==> config.mk <==
export PLATFORM = sky130hd
export DESIGN_NAME = seq_circuit_scheduler
export DESIGN_NICKNAME = d
export VERILOG_FILES = /design/src/rtl/seq_circuit_scheduler.sv
export SDC_FILE = /design/constraint.sdc
export NUM_CORES = 1
export LEC_CHECK = 0
export CAP_MARGIN = 20
export CORE_MARGIN = 3
export CORE_UTILIZATION = 35
export CTS_BUF_LIST = sky130_fd_sc_hd__clkbuf_4 sky130_fd_sc_hd__clkbuf_8 sky130_fd_sc_hd__clkbuf_16
export DETAILED_ROUTE_END_ITERATION = 6
export PLACE_DENSITY = 0.69
export RECOVER_POWER = 50
export SYNTH_ARGS = -nofsm -noshare
export SYNTH_HDL_FRONTEND = slang
export SYNTH_SLANG_ARGS = --single-unit
==> constraint.sdc <==
create_clock -name clk -period 2 [get_ports clk]
set_clock_uncertainty 0.15 [all_clocks]
set_input_delay 0.6 -clock clk [delete_from_list [all_inputs] [get_ports clk]]
set_output_delay 0.6 -clock clk [all_outputs]
set_load 0.05 [all_outputs]
==> src/rtl/seq_circuit_scheduler.sv <==
// seq_circuit_scheduler
// Round-robin front end for one shared sequential_circuit. A granted
// requester's {A,B,C} vector is held on the circuit for HOLD cycles, then
// the circuit's O is sampled and returned with a one-cycle done pulse.
module seq_circuit_scheduler #(
   parameter int NREQ = 4,
   parameter int HOLD = 2
) (
   input  logic              clk,
   input  logic              reset,
   input  logic [NREQ-1:0]   req,
   input  logic [3*NREQ-1:0] vec,
   input  logic              O_in,
   output logic              A,
   output logic              B,
   output logic              C,
   output logic [NREQ-1:0]   grant,
   output logic [NREQ-1:0]   done,
   output logic              result,
   output logic              busy
);

   localparam int unsigned NREQ_U = NREQ;
   localparam int PW = (NREQ > 1) ? $clog2(NREQ) : 1;
   localparam int CW = (HOLD > 0) ? $clog2(HOLD + 1) : 1;
   localparam logic [PW-1:0] PTR_RESET = PW'(NREQ - 1);
   localparam logic [CW-1:0] HOLD_LAST = CW'(HOLD - 1);

   typedef enum logic [1:0] {
      IDLE  = 2'd0,
      APPLY = 2'd1,
      DONE  = 2'd2
   } state_t;

   state_t          state_q, state_d;
   logic [PW-1:0]   ptr_q, ptr_d;
   logic [CW-1:0]   cnt_q, cnt_d;
   logic [2:0]      abc_q, abc_d;
   logic [NREQ-1:0] grant_q, grant_d;
   logic [NREQ-1:0] done_q, done_d;
   logic            result_q, result_d;
   logic            busy_q, busy_d;

   logic            found;
   logic [PW-1:0]   sel_idx;
   logic [2:0]      sel_vec;
   logic            hold_last;

   // Round-robin search: first requester above the pointer, wrapping around
   always_comb begin
      int unsigned cand;
      found   = 1'b0;
      sel_idx = '0;
      cand    = 0;
      for (int unsigned off = 1; off <= NREQ_U; off++) begin
         cand = (32'(ptr_q) + off) % NREQ_U;
         if (!found && req[cand]) begin
            found   = 1'b1;
            sel_idx = PW'(cand);
         end
      end
   end

   // Vector of the selected requester
   always_comb begin
      sel_vec = '0;
      for (int unsigned i = 0; i < NREQ_U; i++) begin
         if (32'(sel_idx) == i) begin
            sel_vec = vec[3*i +: 3];
         end
      end
   end

   assign hold_last = (cnt_q == HOLD_LAST);

   // State, pointer and hold-counter registers
   always_ff @(posedge clk or posedge reset) begin
      if (reset) begin
         state_q <= IDLE;
         ptr_q   <= PTR_RESET;
         cnt_q   <= '0;
      end else begin
         state_q <= state_d;
         ptr_q   <= ptr_d;
         cnt_q   <= cnt_d;
      end
   end

   // Next-state logic; the pointer moves only when a grant is issued
   always_comb begin
      state_d = state_q;
      ptr_d   = ptr_q;
      cnt_d   = cnt_q;
      case (state_q)
         IDLE: begin
            if (found) begin
               state_d = APPLY;
               ptr_d   = sel_idx;
               cnt_d   = '0;
            end
         end
         APPLY: begin
            // Counter reaches HOLD at most, which fits in CW bits
            cnt_d = cnt_q + CW'(1);
            if (hold_last) begin
               state_d = DONE;
            end
         end
         DONE: begin
            state_d = IDLE;
         end
         default: begin
            state_d = IDLE;
         end
      endcase
   end

   // Registered output values for the next cycle
   always_comb begin
      abc_d    = abc_q;
      grant_d  = grant_q;
      done_d   = '0;
      result_d = result_q;
      busy_d   = busy_q;
      case (state_q)
         IDLE: begin
            abc_d   = '0;
            grant_d = '0;
            busy_d  = 1'b0;
            if (found) begin
               abc_d   = sel_vec;
               grant_d = NREQ'(1) << sel_idx;
               busy_d  = 1'b1;
            end
         end
         APPLY: begin
            busy_d = 1'b1;
            if (hold_last) begin
               result_d = O_in;
               done_d   = grant_q;
            end
         end
         DONE: begin
            abc_d   = '0;
            grant_d = '0;
            busy_d  = 1'b0;
         end
         default: begin
            abc_d   = '0;
            grant_d = '0;
            busy_d  = 1'b0;
         end
      endcase
   end

   // Output registers
   always_ff @(posedge clk or posedge reset) begin
      if (reset) begin
         abc_q    <= '0;
         grant_q  <= '0;
         done_q   <= '0;
         result_q <= 1'b0;
         busy_q   <= 1'b0;
      end else begin
         abc_q    <= abc_d;
         grant_q  <= grant_d;
         done_q   <= done_d;
         result_q <= result_d;
         busy_q   <= busy_d;
      end
   end

   assign A      = abc_q[2];
   assign B      = abc_q[1];
   assign C      = abc_q[0];
   assign grant  = grant_q;
   assign done   = done_q;
   assign result = result_q;
   assign busy   = busy_q;

endmodule

======== Word level (Yosys, flattened, before mapping) ========
Cells that the tools add are included.
storage, ports and cells
  register bits after elaboration ......... 19
  input port bits ......................... 19
  output and inout bits ................... 13
  word-level logic and storage cells ...... 71
operators by class
  add/sub/neg operators ................... 5
  $lt $le $gt $ge ......................... 4
  eq/ne operators ......................... 7
  shifts and indexed selects .............. 1
  muxes and demuxes ....................... 33
  reduce and logical (&&, ||, !) cells .... 13
operators with widths
  kind                   number
  $mux W3                5
  $mux W2                7
  $lt A2 B3 Y1 const B   4
  $mux W4                3
  $mux W1                9
  $bmux W1 S2            4
  $pmux W2 S2            2
  $pmux W4 S2            1
  $reduce_and A2 Y1      4
  $add A2 B1 Y2 const B  3
  $eq A2 B1 Y1 const B   3
  $pmux W3 S2            1
  $add A2 B2 Y2 const B  2
  $eq A2 B2 Y1 const B   2
  $logic_not A2 Y1       2
  $ne A2 B2 Y1 const B   2
  $shl A1 B2 Y4 const A  1
  $logic_and A1 B1 Y1    3
  $logic_not A1 Y1       3
  $pmux W1 S2            1
  $reduce_bool A2 Y1     1

======== Longest topological paths before layout ========
  depth in word-level cells ............... 20
  mapped depth ............................ 6
  gate-level depth less buffers ........... 5

======== Least setup slack after synthesis ========
Ideal clock, no wire load.
  path kind ............................... reg-to-reg
  from .................................... register ptr_q[1]
  to ...................................... register abc_q[1]
  library setup time ...................... 0.131 ns
  arrival time ............................ 1.456 ns
  required time ........................... 1.719 ns
  slack ................................... 0.263 ns
  cell stages (with the launch flop) ...... 7
  buffers on the path ..................... 1
  period minus slack after synthesis ...... 1.737 ns
  cells stage by stage .................... dfstp_2 buf_6 mux2i_2 o22ai_4 nor2_4 mux2i_1 o211ai_1
on the way
  cells in the longest elaborated chain, start to end .. 20
  elaborated cells on any way between the ends .. 36
  classes of those cells .................. add/sub (4); eq/ne (3); mux (22); reduce/logical (7)
RTL lines
  element                        RTL line  text
  start, declared                36        logic [PW-1:0] ptr_q, ptr_d;
  start signal, assigned         84        ptr_q <= ptr_d;
  $add A2 B1 Y2                  56        cand = (32'(ptr_q) + off) % NREQ_U;
  $bmux W1 S2                    57        if (!found && req[cand]) begin
  $mux W1 (implied by the code)  57
  $mux W1                        57
  $logic_not A1 Y1               57
  $logic_and A1 B1 Y1            57
  $mux W1                        57
  $logic_not A1 Y1               57
  $logic_and A1 B1 Y1            57
  $mux W1                        57
  $logic_not A1 Y1               57
  $logic_and A1 B1 Y1            57
  $mux W2                        57
  $logic_not A2 Y1               68        if (32'(sel_idx) == i) begin
  $mux W3 (4 in a row)           68
  $mux W3 *                      130       if (found) begin
  $pmux W3 S2 *                  125       case (state_q)
  end signal, assigned           159       abc_q <= '0;
  end signal, assigned           165       abc_q <= abc_d;
  end, declared                  38        logic [2:0] abc_q, abc_d;
Mark *: on every way between the ends. The rest lies on a longest branch, timed or not. The select of a mux whose other input is x is not followed.
A chain may end at the register's enable or synchronous reset.

======== Worst setup path after layout ========
  from .................................... register ptr_q[1]
  to ...................................... register abc_q[0]
Same word-level chain as after synthesis.

==> results.cfg <==
[cells_and_area]
final_net_count = 151
area_delta_synth_final_pct = 50.4
final_cells = 160
regArea_um2 = 478
diodes = 0
drive_gt1_frac = 0.277
final_area_um2 = 1450
fillers = 221
postLayoutCoreUtil = 0.568
multiInputGateArea_um2 = 443

[global_route]
antenna_found_initial = 0
grt_max_degree = 20
overflow = 0
grt_pass1_vias = 834
groute.usage.overall = 0.149
grt_pass1_wl_mm = 3.88

[die]
core_um2 = 2540
ioPinCount = 32
start_util = 0.378
die_w_um = 58.4
die_area_um2 = 3410
dieHeight_um = 58.4
rows = 18

[clock_network]
cts_buffer_depth = 2
clock_sinks = 19
post-cts-setup-buffers = 0
clk_pin_slew_ns = 0.11
insertion_delay_ns = 0.30
h-tree-depth = 1
cts_tree = built
cts_buffers = 3
cts_root_buf = clkbuf_4

[placed_design]
gp_congestion = 0.788
preCtsSetupSlack_ns = -0.361
port_buffers = 31
postPlaceCellArea_um2 = 1420
hpwl_mm = 1.72
place_inst = 156

[critical_path]
cp-end-kind = flip-flop
cp_slowest_stage_delay_ns = 0.61
crit_chain = mux2i_2 > o22ai_4 > nor2_4 > mux2i_1 > o211ai_1
crit_arrival_ns = 1.90
critical_path_class = reg -> reg
start_kind = flip-flop
cp_num_buf_inv = 0
required_ns = 2.03
cp_max_fo = 7
crit_start = ptr_q[1]
crit_family = flip-flops
slowest_stage = dfstp_2
regToRegStartpoint = ptr_q[1]

[routing]
drtPass1Iterations = 3
wl_per_cell_um = 13.9
ant_nets = 0
vias = 830
drtIter0Drc = 16
vias_per_cell = 5.19
routed_wirelength_mm = 2.22
route.detailed.drc = 0

[timing]
holdWs_ns = 0.334
finalSetupViolations = 0
slew_viol_final = 0
tightest_slew_ns = 1.01
hold_violations = 0
layout_min_cycle_time_ns = 1.87
slew-limit-headroom = 0.327
timing.fmax_ghz = 0.535
fin_tns_setup_ns = 0
worst_slack_ns = 0.131
min_period_over_period = 0.934
rsz0062_at_grt = no

[synthesis]
syn_inst = 89
ys_seq_area_frac = 0.497
ys_warn_count = 0
avgSynthCellArea_um2 = 10.8
synth_cell_types = 35
synth_area_um2 = 961
syn-num-nets = 109
ys_seq_elements = 19

[job]
maxCapViolCount = 0

[worst_hold_path]
worstHoldPathType = reg -> reg
worstHoldStart = cnt_q[0]

[power]
power_density_nw_per_um2 = 1550
irDropWorstVdd_v = 0.00106
p_leak_nw = 0.671
finalPower_mw = 2.24

[status]
outcome = completed
[layout make-up]
class,instances,share of cell area
Clock buffer,3,0.0156
Clock inverter,1,0.00346
Inverter,5,0.0130
Multi-Input combinational cell,62,0.306
Sequential cell,19,0.331
Tap cell,30,0.0260
Timing Repair Buffer,40,0.305
[worst register-to-register path, delay by kind of cell (launching register included)]
kind             cells  cell delay (ns)
AO/OA/AOI/OAI        2             0.26
flip-flops           1             0.61
multiplexers         2             0.52
AND/OR/NAND/NOR      1             0.20
[path summary, 6_finish.rpt]
check	end	slack, ns	cells past startpoint
setup / recovery	abc_q[0]	0.13	5
hold / removal	cnt_q[0]	0.33	1
setup reg to reg	abc_q[0]	0.13	5
hold reg to reg	cnt_q[0]	0.33	1
max in group asynchronous	grant[1]	0.35	3
min in group asynchronous	state_q[0]	0.74	3
[layout by cell type (no fill, tap or decap), types with 2 or more instances in the layout]
cell type / Yosys / layout
dfrtp_1: 17 / 17
clkdlybuf4s50_1: 0 / 14
buf_4: 0 / 12
nand2_1: 8 / 8
buf_12: 0 / 8
inv_1: 5 / 5
nor2_1: 4 / 4
and3_1: 4 / 4
a21oi_1: 3 / 3
mux2i_1: 3 / 3
nand3_1: 3 / 3
o21ai_1: 3 / 3
a211o_1: 3 / 3
o211ai_1: 3 / 3
o21ai_0: 3 / 3
o31ai_1: 3 / 3
clkbuf_4: 0 / 3
a31o_2: 2 / 2
nand2b_1: 2 / 2
nor2b_1: 2 / 2
dlymetal6s2s_1: 0 / 2
dlygate4sd2_1: 0 / 2
clkbuf_1: 1 / 2
dfstp_2: 2 / 2
[sequential cells by signal (all words and copies together) (netlist names)]
register / cells
grant: 4
abc_q: 3
done: 4
result: 1
cnt_q: 2
state_q: 2
ptr_q: 2
busy: 1
[Yosys cell counts]
master	number	area share
a21o_1	1	0.0078
nor2b_1	2	0.013
inv_1	5	0.020
nand2b_4	1	0.014
o21ai_1	3	0.016
dfrtp_1	17	0.44
o22ai_2	1	0.013
buf_6	2	0.023
a22o_1	1	0.0091
or3_1	1	0.0065
dfstp_2	2	0.055
a31o_2	2	0.018
mux2i_1	3	0.031
nor2_4	1	0.012
nand2b_1	2	0.013
o21ai_0	3	0.016
o31ai_1	3	0.023
and3_1	4	0.026
o211ai_1	3	0.023
mux2_2	1	0.012
nor3b_2	1	0.013
nor2_1	4	0.016
nor4_1	1	0.0065
ha_1	1	0.013
o22ai_1	1	0.0065
a211o_1	3	0.027
nand3_1	3	0.016
a31oi_1	1	0.0065
and2_1	1	0.0065
a21oi_1	3	0.016
clkbuf_1	1	0.0039
mux2i_2	1	0.014
o22a_1	1	0.0091
nand2_1	8	0.031
o22ai_4	1	0.021
[per-layer routing]
metal / global-route usage / vias to the layer above / share of wire
met1: 0.172 / 401 / 0.42
met2: 0.257 / 20 / 0.50
met3: 0.0504 / 4 / 0.064
met5: 0 / - / 0
met4: 0.0497 / 0 / 0.012
li1: - / 405 / -
[timing repair]
item / 4_1_cts / 5_1_grt
pin swaps: 1 / 1
gates resized for setup: 3 / 3
endpoints found under the setup margin: 6 / 9
hold buffers: 0 / 0
[power breakdown]
group / total [mW] / internal [mW] / leakage [nW] / switching [mW]
clock network: 0.192 / 0.0747 / 0.0177 / 0.118
logic: 1.34 / 0.621 / 0.414 / 0.714
registers: 0.714 / 0.553 / 0.239 / 0.161
[cell families (layout without fill, tap and decap cells)]
group                    count (synthesis)  in the layout  share of synthesized area
AO/OA/AOI/OAI                           27             27                      0.212
multiplexers                             5              5                     0.0573
flip-flops                              19             19                      0.497
buffers and inverters                    8             49                     0.0469
AND/OR/NAND/NOR                         29             29                      0.173
adder cells (fa/ha/maj)                  1              1                     0.0130
Note: power is estimated with default switching activity, not from simulation.
